$ cat src/rtl/sram_arbiter.sv
// sram_arbiter: shares the single byte-wide sram port between the loader,
// video fetch and CPU. One access at a time: IDLE -> ISSUE -> WAIT -> DONE.
// The ack is registered, so it appears in the cycle after DONE. While any
// ack is high the arbiter does not grant, so a requester drops req on its ack.
// Optional macro ARB_CPU_FAIRNESS_EN: after VID_MAX consecutive video grants
// with the CPU waiting, the CPU is preferred over video (loader still highest).
module sram_arbiter #(
    parameter int AW      = 25,
    parameter int TIMEOUT = 63
`ifdef ARB_CPU_FAIRNESS_EN
    ,
    parameter int VID_MAX = 4
`endif
) (
    input  logic          clk_sys,
    input  logic          reset,
    input  logic          ld_req,
    input  logic          ld_we,
    input  logic [AW-1:0] ld_addr,
    input  logic [7:0]    ld_din,
    output logic          ld_ack,
    input  logic          vid_req,
    input  logic [AW-1:0] vid_addr,
    output logic          vid_ack,
    input  logic          cpu_req,
    input  logic          cpu_we,
    input  logic [AW-1:0] cpu_addr,
    input  logic [7:0]    cpu_din,
    output logic          cpu_ack,
    output logic [7:0]    rdata,
    output logic [AW-1:0] mem_addr,
    output logic [7:0]    mem_din,
    output logic          mem_we,
    output logic          mem_rd,
    input  logic [7:0]    mem_dout,
    input  logic          mem_ready,
    output logic          timeout_err
);

    typedef enum logic [1:0] {S_IDLE, S_ISSUE, S_WAIT, S_DONE} state_t;
    typedef enum logic [1:0] {OWN_NONE, OWN_LD, OWN_VID, OWN_CPU} owner_t;

    localparam logic [5:0] TO_LIM = 6'(TIMEOUT);

    state_t        state_q, state_d;
    owner_t        owner_q, owner_d;
    logic [AW-1:0] addr_q, addr_d;
    logic [7:0]    din_q, din_d;
    logic          op_we_q, op_we_d;
    logic          mem_we_q, mem_we_d;
    logic          mem_rd_q, mem_rd_d;
    logic [5:0]    cnt_q, cnt_d;
    logic [5:0]    cnt_inc;
    logic [7:0]    rdata_q, rdata_d;
    logic          ld_ack_q, ld_ack_d;
    logic          vid_ack_q, vid_ack_d;
    logic          cpu_ack_q, cpu_ack_d;
    logic          terr_q, terr_d;
    logic          ack_any;
    logic          cpu_first;

    assign ack_any = ld_ack_q | vid_ack_q | cpu_ack_q;

`ifdef ARB_CPU_FAIRNESS_EN
    localparam int RUN_W = $clog2(VID_MAX + 1);
    logic [RUN_W-1:0] vid_run_q, vid_run_d;

    assign cpu_first = cpu_req && (vid_run_q == RUN_W'(VID_MAX));

    // Consecutive video-grant counter used to let a waiting CPU through
    always_ff @(posedge clk_sys) begin
        if (reset) vid_run_q <= '0;
        else       vid_run_q <= vid_run_d;
    end
`else
    assign cpu_first = 1'b0;
`endif

    // Arbitration, access sequencing and output next-state
    always_comb begin
        state_d   = state_q;
        owner_d   = owner_q;
        addr_d    = addr_q;
        din_d     = din_q;
        op_we_d   = op_we_q;
        mem_we_d  = 1'b0;
        mem_rd_d  = 1'b0;
        cnt_d     = cnt_q;
        rdata_d   = rdata_q;
        ld_ack_d  = 1'b0;
        vid_ack_d = 1'b0;
        cpu_ack_d = 1'b0;
        terr_d    = terr_q;
`ifdef ARB_CPU_FAIRNESS_EN
        vid_run_d = vid_run_q;
`endif
        cnt_inc   = (cnt_q == 6'h3F) ? cnt_q : cnt_q + 6'd1;

        unique case (state_q)
            S_IDLE: begin
                if (!ack_any) begin
                    if (ld_req) begin
                        owner_d = OWN_LD;
                        addr_d  = ld_addr;
                        din_d   = ld_din;
                        op_we_d = ld_we;
`ifdef ARB_CPU_FAIRNESS_EN
                        vid_run_d = '0;
`endif
                    end else if (cpu_req && (cpu_first || !vid_req)) begin
                        owner_d = OWN_CPU;
                        addr_d  = cpu_addr;
                        din_d   = cpu_din;
                        op_we_d = cpu_we;
`ifdef ARB_CPU_FAIRNESS_EN
                        vid_run_d = '0;
`endif
                    end else if (vid_req) begin
                        owner_d = OWN_VID;
                        addr_d  = vid_addr;
                        op_we_d = 1'b0;
`ifdef ARB_CPU_FAIRNESS_EN
                        vid_run_d = cpu_req ? vid_run_q + 1'b1 : '0;
`endif
                    end
                    if (owner_d != OWN_NONE) begin
                        state_d  = S_ISSUE;
                        mem_we_d = op_we_d;
                        mem_rd_d = !op_we_d;
                    end
                end
            end
            S_ISSUE: begin
                cnt_d   = '0;
                state_d = S_WAIT;
            end
            S_WAIT: begin
                cnt_d = cnt_inc;
                if (mem_ready) begin
                    if (!op_we_q) rdata_d = mem_dout;
                    state_d = S_DONE;
                end else if (cnt_inc >= TO_LIM) begin
                    terr_d = 1'b1;
                    if (!op_we_q) rdata_d = 8'hFF;
                    state_d = S_DONE;
                end
            end
            S_DONE: begin
                unique case (owner_q)
                    OWN_LD:  ld_ack_d  = 1'b1;
                    OWN_VID: vid_ack_d = 1'b1;
                    OWN_CPU: cpu_ack_d = 1'b1;
                    default: ;
                endcase
                owner_d = OWN_NONE;
                state_d = S_IDLE;
            end
            default: state_d = S_IDLE;
        endcase
    end

    // State and registered outputs
    always_ff @(posedge clk_sys) begin
        if (reset) begin
            state_q   <= S_IDLE;
            owner_q   <= OWN_NONE;
            addr_q    <= '0;
            din_q     <= '0;
            op_we_q   <= 1'b0;
            mem_we_q  <= 1'b0;
            mem_rd_q  <= 1'b0;
            cnt_q     <= '0;
            rdata_q   <= '0;
            ld_ack_q  <= 1'b0;
            vid_ack_q <= 1'b0;
            cpu_ack_q <= 1'b0;
            terr_q    <= 1'b0;
        end else begin
            state_q   <= state_d;
            owner_q   <= owner_d;
            addr_q    <= addr_d;
            din_q     <= din_d;
            op_we_q   <= op_we_d;
            mem_we_q  <= mem_we_d;
            mem_rd_q  <= mem_rd_d;
            cnt_q     <= cnt_d;
            rdata_q   <= rdata_d;
            ld_ack_q  <= ld_ack_d;
            vid_ack_q <= vid_ack_d;
            cpu_ack_q <= cpu_ack_d;
            terr_q    <= terr_d;
        end
    end

    assign ld_ack      = ld_ack_q;
    assign vid_ack     = vid_ack_q;
    assign cpu_ack     = cpu_ack_q;
    assign rdata       = rdata_q;
    assign mem_addr    = addr_q;
    assign mem_din     = din_q;
    assign mem_we      = mem_we_q;
    assign mem_rd      = mem_rd_q;
    assign timeout_err = terr_q;

endmodule

$ cat config.mk
export PLATFORM = sky130hd
export DESIGN_NAME = sram_arbiter
export DESIGN_NICKNAME = d
export VERILOG_FILES = /design/src/rtl/sram_arbiter.sv
export SDC_FILE = /design/constraint.sdc
export NUM_CORES = 1
export LEC_CHECK = 0
export CAP_MARGIN = 20
export CORE_AREA = 2 2 87 89
export DETAILED_ROUTE_END_ITERATION = 8
export DIE_AREA = 0 0 89 91
export HOLD_SLACK_MARGIN = 0.1
export PLACE_DENSITY = 0.88
export SETUP_SLACK_MARGIN = 0.5
export SLEW_MARGIN = 5
export SYNTH_ARGS = -nofsm -noshare
export SYNTH_HDL_FRONTEND = slang
export SYNTH_SLANG_ARGS = --single-unit
$ cat constraint.sdc
create_clock -name clk_sys -period 3 [get_ports clk_sys]
set_clock_uncertainty 0.2 [all_clocks]
set_input_delay 0.6 -clock clk_sys [delete_from_list [all_inputs] [get_ports clk_sys]]
set_output_delay 0.6 -clock clk_sys [all_outputs]
set_load 0.1 [all_outputs]
# Yosys cells after proc, flatten, opt, wreduce, memory -nomap -nowiden
# Index checks and enable logic that the tools add are counted.
[op_classes]
magnitude_cmp = 1
n_bitwise = 8
n_reduce_logical = 19
n_mux = 31
n_eq_ne = 10
addsub = 1
[ops]
columns = ["op", "n"]
rows = [
  ["$mux W25", 3],
  ["$mux W8", 6],
  ["$mux W2", 10],
  ["$reduce_and A3 Y1", 5],
  ["$pmux W6 S2", 1],
  ["$reduce_bool A2 Y1", 5],
  ["$eq A2 B2 Y1 const B", 4],
  ["$mux W1", 8],
  ["$pmux W2 S4", 1],
  ["$add A6 B1 Y6 const B", 1],
  ["$eq A6 B6 Y1 const B", 1],
  ["$ge A6 B6 Y1 const B", 1],
  ["$mux W6", 1],
  ["$not A1 Y1", 6],
  ["$eq A2 B1 Y1 const B", 2],
  ["$ne A2 B2 Y1 const B", 2],
  ["$pmux W2 S2", 1],
  ["$reduce_and A2 Y1", 2],
  ["$reduce_or A4 Y1", 1],
  ["$ne A3 B3 Y1 const B", 1],
  ["$reduce_bool A3 Y1", 1],
  ["$logic_not A1 Y1", 2],
  ["$logic_not A2 Y1", 1],
  ["$or A1 B1 Y1", 2],
  ["2 further kinds", 2],
]
[word_totals]
output_inout_bits = 47
in_bits = 107
wordCells = 83
register_bits = 58

# Depth between registers and ports, before layout
# Gate-level depths: netlist (run 1).
[logic_depth]
depth_word = 10
depth_mapped = 8
depth_no_buf = 7

# Worst setup path before layout (run 1)
# OpenSTA, ideal clock, no wires.
[synth_path]
path_type = "reg-to-reg"
from = "register vid_ack_q, in the netlist vid_ack"
to = "register addr_q[0], in the netlist mem_addr[0]"
slack_ns = 0.623
synth_period_minus_slack_ns = 2.377
setup_time_ns = 0.070
path_buffers = 2
arrival_time_ns = 2.107
stages_incl_launch_ff = 8
t_required_ns = 2.730
path_cell_list = "dfxtp_1 nor3_1 and2_1 nand2b_1 clkbuf_1 clkbuf_1 nand2_1 a21oi_1"
[synth_between]
elab_chain_len = 4
[synth_lines]
columns = ["element", "line_no", "rtl"]
rows = [
  ["start, declared", "56", "logic vid_ack_q, vid_ack_d;"],
  ["start signal, assigned", "189", "vid_ack_q <= vid_ack_d;"],
  ["$or A1 B1 Y1 (2 in series)", "62", "assign ack_any = ld_ack_q | vid_ack_q | cpu_ack_q;"],
  ["$not A1 Y1 (no line)", "--", ""],
  ["$reduce_and A3 Y1 (no line)", "--", ""],
  ["end signal, assigned", "181", "addr_q <= addr_d;"],
  ["end, declared", "47", "logic [AW-1:0] addr_q, addr_d;"],
]
# No other way between the ends.
# A chain may end at the register's enable or synchronous reset.

# Worst setup path after layout (run 1)
[layout_path]
from = "register cnt_q[1]"
to = "register rdata_q[3], in the netlist rdata[3]"
[layout_between]
elab_chain_len = 5
elab_cells_between_ends = 6
classes_between = "add/sub: 1; order compare: 1; eq/ne: 1; mux: 1; reduce/logical: 2"
[layout_lines]
columns = ["element", "line_no", "rtl"]
rows = [
  ["start, declared", "52", "logic [5:0] cnt_q, cnt_d;"],
  ["start signal, assigned", "186", "cnt_q <= cnt_d;"],
  ["$add A6 B1 Y6 or $eq A6 B6 Y1 (tied branches)", "97", "cnt_inc = (cnt_q == 6'h3F) ? cnt_q : cnt_q + 6'd1;"],
  ["$mux W6 *", "97", ""],
  ["$ge A6 B6 Y1 *", "142", "end else if (cnt_inc >= TO_LIM) begin"],
  ["$reduce_bool A2 Y1 (no line) *", "--", ""],
  ["$reduce_and A3 Y1 (no line) *", "--", ""],
  ["end signal, assigned", "187", "rdata_q <= rdata_d;"],
  ["end, declared", "54", "logic [7:0] rdata_q, rdata_d;"],
]
# Mark *: on every way between the ends. The rest lies on a longest branch, timed or not.

==> metrics.yaml, run 1 <==
outcome:
  outcome: "complete, no violations"
grt:
  antenna_found_initial: 0
  grt_max_degree: 64
  grt-ovfl-total: 0
  grtUsageTotal: 0.224
  grt_pass1_wl_mm: 14.3
  grt_pass1_vias: 3159
timing:
  layout_min_cycle_time_ps: 2320
  hold_viol_final: 0
  tightest_slew_ps: 586
  maxSlewHeadroom: 0.609
  setup_violations: 0
  tns_ps: 0
  timing.fmax_mhz: 431
  post-route-period-util: 0.774
  rsz0062_at_grt: "no"
  final_max_slew_viol_count: 0
worst_setup_path:
  r2r_start: "cnt_q[1]$_SDFFE_PP0P_"
  reg2reg_depth: 7
  crit_required_ps: 3050
  r2r_setup_slack_ps: 680
  critPathArrivalTime_ps: 2370
  cp_cell_sequence: "ha_1 -> and3b_1 -> o2111ai_1 -> a211oi_2 -> o31ai_4 -> buf_12 -> a211oi_2"
  end_kind: "register"
  crit_type: "register to register"
  path_buf_inv: 1
  worst_setup_path_start_kind: "register"
  cpLargestDelayFamily: "compound AO/OA/AOI/OAI gates"
  max_stage_delay_ps: 420
  r2r-end: "rdata[3]$_SDFFE_PP0P_"
  cp_slowest_cell: "dfxtp_1"
  crit_fanout: 11
  worst_path_most_repeated_cell: "a211oi_2"
finish:
  n_fill_cell: 603
  drive_above_1_share: 0.160
  area_growth_pct: 57.9
  num-nets-final: 637
  post-route-util: 0.662
  insertedDiodeCount: 0
  multiInputGateArea_mm2: 0.00167
  postLayoutCellArea_mm2: 0.00473
  layout.cells.non_filler: 630
  seqCellArea_mm2: 0.00116
pwr:
  power_leakage_nw: 1.92
  power_frac_clock: 0.202
  swShare: 0.503
  peakVddDrop_uv: 407
  p_sw_mw: 2.03
  internal-power_mw: 2.01
  sequentialPowerShare: 0.259
  power_density_mw_per_mm2: 855
  comb_power_share: 0.539
placed_design:
  placed_cells: 613
  hpwl_mm: 6.82
  port_buffers: 153
  gp_congestion: 0.850
  place_area_mm2: 0.00448
floorplanning:
  core_mm2: 0.00714
  fp-row-count: 31
  chipWidth_um: 89
  die_area_mm2: 0.00810
  floorplan.initialDensity: 0.419
  ioPinCount: 154
  die_h_um: 91
routing:
  ant_nets: 0
  drt_drc_violations_left: 0
  drtIter0Drc: 126
  via_per_inst: 5.10
  wl_per_cell_um: 14.1
  drtPass1Iterations: 4
  routed_wl_mm: 8.88
  vias: 3211
clock_network:
  htree_levels: 3
  cts_buffer_depth: 2
  clk_pin_slew_ps: 70
  cts_resized: 0
  clkSinkCount: 58
  cts_tree: "built"
  cts-root-buf: "clkbuf_8"
  clk_latency_ps: 330
  cts_made_buffers: 9
min_path:
  hold_path_depth: 2
  whs_endpoint: "mem_addr[4]$_SDFFE_PP0P_"
  worstHoldPathType: "register to register"
  worstHoldStart: "mem_addr[4]$_SDFFE_PP0P_"
synth:
  syn_inst: 380
  synthFlopType: "dfxtp_1"
  synth_warnings: 0
  synth_cell_types: 39
  synth.avg_cell_area_um2: 7.88
  yosys_register_bits: 58
  async_reset_ff_frac: 0
  ys_seq_area_frac: 0.388
  synth_nets: 491
  synth_area_mm2: 0.00299
  synth_edf_count: 0
flow_run:
  cap_violations: 0
synthesized netlist by cell type (all sizes together), types with 3 or more instances:
cell type	n	area, um2
o21ai	30	150
nand2b	4	25.0
a211oi	21	203
buf	12	60.1
nand2	85	319
dfxtp	58	1160
ha	4	50.1
nor2b	3	18.8
clkbuf	14	53.8
mux2i	36	360
and3	4	25.0
a21oi	33	165
nor2	30	113
nor3	7	35.0
inv	16	60.1
sequential cells by signal, summed over array words and instances (netlist names):
register / count
mem_rd: 1
cpu_ack: 1
ld_ack: 1
timeout_err: 1
mem_we: 1
state_q: 2
mem_din: 8
rdata: 8
op_we_q: 1
mem_addr: 25
cnt_q: 6
owner_q: 2
vid_ack: 1
power by group through the flow:
| stage | clock network [mW] | registers (mW) | logic (mW) |
|---|---|---|---|
| 6_report | 0.815 | 1.05 | 2.18 |
| 5_1_grt | 0.873 | 1.07 | 2.31 |
| 4_1_cts | 0.834 | 1.05 | 2.17 |
| 3_5_place_dp | 0 | 1.06 | 2.17 |
| 3_3_place_gp | 0 | 1.05 | 2.13 |
| 2_1_floorplan | 0 | 2.05 | 0.622 |
through the flow:
step | power, mW | setup slack, ps | hold slack [ps]
after global placement | 3.19 | 549 | 243
after global routing | 4.26 | 514 | 276
after CTS | 4.05 | 653 | 257
final | 4.04 | 679 | 255
after floorplan | 2.67 | 623 | 245
after detailed placement | 3.23 | 429 | 247
final cells by class:
| type | instances | share of cell area |
|---|---|---|
| clock inverters | 6 | 0.0191 |
| flip-flops and latches | 58 | 0.246 |
| repair buffers | 161 | 0.315 |
| well taps | 99 | 0.0262 |
| multi-input cells | 280 | 0.352 |
| clock buffers | 10 | 0.0291 |
| inverters | 16 | 0.0127 |
per-layer routing:
layer / vias up / global-route usage / part of all wire
met5: - / 0 / 0
met1: 1466 / 0.246 / 0.39
met4: 0 / 0.0771 / 0.013
li1: 1599 / - / -
met2: 134 / 0.393 / 0.51
met3: 12 / 0.0791 / 0.091
how the worst max path moves through the flow:
stage	from	to	slack [ps]	cells past startpoint
final	cnt_q[1]$_SDFFE_PP0P_	rdata[3]$_SDFFE_PP0P_	680	7
after global routing	cnt_q[1]$_SDFFE_PP0P_	rdata[7]$_SDFFE_PP0P_	510	7
after CTS	cnt_q[1]$_SDFFE_PP0P_	rdata[3]$_SDFFE_PP0P_	650	6
after floorplan	vid_ack$_SDFF_PP0_	mem_addr[0]$_SDFFE_PP0P_	620	7
after global placement	vid_req	state_q[0]$_SDFFE_PP0P_	550	6
after detailed placement	vid_req	state_q[0]$_SDFFE_PP0P_	430	6
timing repair:
action | 4_1_cts | 5_1_grt
hold buffers | 0 | 0
setup buffers | 0 | 1
endpoints found under the setup margin | 0 | 6
cell usage in the layout, fill, tap and decap left out, types with 2 or more instances in the layout:
master           Yosys  final
dfxtp_1             58     58
nand3_1              2      2
nor3_1               7      7
inv_1               16     16
a21boi_0             2      2
a211oi_2             9      9
mux2i_1             36     36
clkbuf_8             0     10
buf_12               0      2
a31oi_1              2      2
ha_1                 4      4
nor2b_1              3      2
and3_1               4      4
buf_4                0     53
clkinv_4             0      2
nor2_1              30     30
bufinv_16            0      2
a21oi_1             33     33
nand2b_1             4      4
a211oi_1            12     12
o21ai_0             30     30
buf_2                6      2
clkdlybuf4s50_1      0    104
nand2_1             85     85
tightest hold or removal path, stage by stage, from the launching register on:
cell	delay, ps
dfxtp_1	310
nand2_1	50
a21oi_1	50
cells by family after synthesis:
family	Yosys count	synth area share
AND/OR/NAND/NOR	141	0.198
flip-flops	58	0.388
buffers and inverters	42	0.0581
XOR/XNOR	1	0.00293
AO/OA/AOI/OAI	98	0.216
multiplexers	36	0.120
adder cells (fa/ha/maj)	4	0.0167
(Power assumes the default switching activity.)
==> inputs of run 2 (changes only) <==
--- a/config.mk
+++ b/config.mk
@@ -6,11 +6,11 @@
 export NUM_CORES = 1
 export LEC_CHECK = 0
 export CAP_MARGIN = 20
-export CORE_AREA = 2 2 87 89
+export CORE_AREA = 2 2 95 97
 export DETAILED_ROUTE_END_ITERATION = 8
-export DIE_AREA = 0 0 89 91
+export DIE_AREA = 0 0 97 99
 export HOLD_SLACK_MARGIN = 0.1
-export PLACE_DENSITY = 0.88
+export PLACE_DENSITY = 0.79
 export SETUP_SLACK_MARGIN = 0.5
 export SLEW_MARGIN = 5
 export SYNTH_ARGS = -nofsm -noshare
==> constraint.sdc (replaced) <==
create_clock -name clk_sys -period 1.9 [get_ports clk_sys]
set_clock_uncertainty 0.2 [all_clocks]
set_input_delay 0.38 -clock clk_sys [delete_from_list [all_inputs] [get_ports clk_sys]]
set_output_delay 0.38 -clock clk_sys [all_outputs]
set_load 0.1 [all_outputs]
==> metrics.yaml, run 2 (synthesized netlist as in run 1, its figures left out) <==
timing:
  layout_min_cycle_time_ps: 1930
  tns_ps: -86.0
  hold_viol_final: 0
  setup_slack_ps: -31.5
  final_max_slew_viol_count: 0
  setup_violations: 6
  maxSlewHeadroom: 0.695
  tightest_slew_ps: 452
  post-route-period-util: 1.02
  timing.fmax_mhz: 518
  rsz0062_at_grt: "yes"
  hold_ws_ps: 265
worst_setup_path:
  cpLargestDelayFamily: "compound AO/OA/AOI/OAI gates"
  end_kind: "register"
  crit_required_ps: 1940
  crit_type: "register to register"
  crit_fanout: 5
  cp_cell_sequence: "ha_4 -> buf_6 -> xor2_1 -> a31oi_1 -> a311oi_2 -> o221ai_2 -> mux2i_1"
  worst_setup_path_start_kind: "register"
  max_stage_delay_ps: 340
  path_buf_inv: 1
  cp_slowest_cell: "dfxtp_2"
  critPathArrivalTime_ps: 1980
grt:
  grt-ovfl-total: 0
  grt_pass1_wl_mm: 19.0
  antenna_found_initial: 0
  grt_max_degree: 64
  grt_pass1_vias: 3750
  grtUsageTotal: 0.248
pwr:
  sequentialPowerShare: 0.197
  power_leakage_nw: 2.79
  internal-power_mw: 5.17
  power_density_mw_per_mm2: 1380
  peakVddDrop_uv: 1010
  swShare: 0.467
  p_sw_mw: 4.54
  power.total_mw: 9.70
  comb_power_share: 0.696
  power_frac_clock: 0.107
clock_network:
  htree_levels: 3
  cts-root-buf: "clkbuf_8"
  cts_made_buffers: 9
  cts_buffer_depth: 2
  cts_hold_buf: 0
  clk_latency_ps: 340
  cts_tree: "built"
  clkSinkCount: 58
  clk_pin_slew_ps: 60
placed_design:
  port_buffers: 153
  hpwl_mm: 7.68
  placed_cells: 639
  gp_congestion: 0.894
routing:
  vias: 3822
  drtPass1Iterations: 4
  routed_wl_mm: 14.1
  wl_per_cell_um: 19.9
  drt_drc_violations_left: 0
  via_per_inst: 5.38
  drtIter0Drc: 83
  ant_nets: 0
floorplanning:
  ioPinCount: 154
  chipWidth_um: 97
  core_mm2: 0.00855
  die_area_mm2: 0.00960
  die_h_um: 99
  fp-row-count: 34
  floorplan.initialDensity: 0.350
finish:
  largest_reg_flops: 25
  insertedDiodeCount: 0
  layout.cells.non_filler: 710
  num-nets-final: 709
  layout_common_cells: "clkdlybuf4s50_1 (101), buf_12 (58), nand2_1 (51)"
  drive_above_1_share: 0.553
  layout_commonest_cell: "clkdlybuf4s50_1"
  area_growth_pct: 134
min_path:
  worstHoldPathType: "input pin to register"
outcome:
  violations: "setup timing"
  outcome: "finished, violations left"
flow_run:
  cap_violations: 0
==> run 2: cell count changes in the layout (fill, tap and decap cells not counted), sizes merged <==
cell / delta
dlygate4sd2: +1
bufinv: -2
buf: +73
clkinvlp: -1
clkdlybuf4s50: -3
clkbuf: +3
==> run 2: final timing paths <==
check,slack [ps],start,to,depth (start not counted)
worst min register to register,290,rdata[4]$_SDFFE_PP0P_,rdata[4]$_SDFFE_PP0P_,2
worst max-delay path,-30,cnt_q[0]$_SDFFE_PP0P_,state_q[1]$_SDFFE_PP0P_,7
worst max register to register,-30,cnt_q[0]$_SDFFE_PP0P_,state_q[1]$_SDFFE_PP0P_,7
worst min-delay path,270,reset,op_we_q$_SDFFE_PP0P_,2
==> run 2: metal layers <==
layer  GRT usage  wire length (um)  vias up
met4       0.120               427        0
met1       0.278              5170     1867
met3      0.0617               859       38
li1            -                 -     1756
met5           0                 0        -
met2       0.442              7690      161
==> run 2: area by class of cell <==
cell class	count	area, um2
repair buffers	233	2970
fillers	449	1540
inverters	16	62.6
multi-input cells	280	2400
flip-flops and latches	58	1260
well taps	108	135
clock buffers	12	155
clock inverters	3	15.0
==> run 2: metrics by stage <==
stage                     instance area (um2)  setup slack, ps   util
after CTS                                6340             35.5  0.741
final                                    7010            -31.5  0.820
after detailed placement                 5430             -392  0.635
after global routing                     7010             -104  0.820
after floorplan                          3220            -52.5      -
after global placement                   5430             -323  0.635
==> run 2: worst reg2reg max path: stages, from the launching register on <==
cell,delay (ps)
dfxtp_2,340
ha_4,170
buf_6,140
xor2_1,140
a31oi_1,200
a311oi_2,70
o221ai_2,280
mux2i_1,300
==> run 2: power groups by stage <==
stage | logic (mW) | registers, mW | clock network, mW
2_1_floorplan | 1.25 | 3.30 | 0
3_3_place_gp | 4.24 | 1.82 | 0
4_1_cts | 5.79 | 1.83 | 1.03
3_5_place_dp | 4.31 | 1.84 | 0
5_1_grt | 6.99 | 1.94 | 1.12
6_report | 6.76 | 1.91 | 1.04
==> run 2: repair_timing <==
action	in CTS	in global routing
resized for setup	99	134
pin swaps	28	38
buffers inserted	33	15
setup endpoints to repair	102	105
gates cloned	7	1
==> inputs of run 3 (changes only) <==
--- a/config.mk
+++ b/config.mk
@@ -7,6 +7,7 @@
 export LEC_CHECK = 0
 export CAP_MARGIN = 20
 export CORE_AREA = 2 2 95 97
+export CTS_CLUSTER_SIZE = 25
 export DETAILED_ROUTE_END_ITERATION = 8
 export DIE_AREA = 0 0 97 99
 export HOLD_SLACK_MARGIN = 0.1
@@ -16,3 +17,4 @@
 export SYNTH_ARGS = -nofsm -noshare
 export SYNTH_HDL_FRONTEND = slang
 export SYNTH_SLANG_ARGS = --single-unit
+export TNS_END_PERCENT = 100
==> results of run 3 <==
No change in the layout: final DEF, timing and power equal those of run 2.
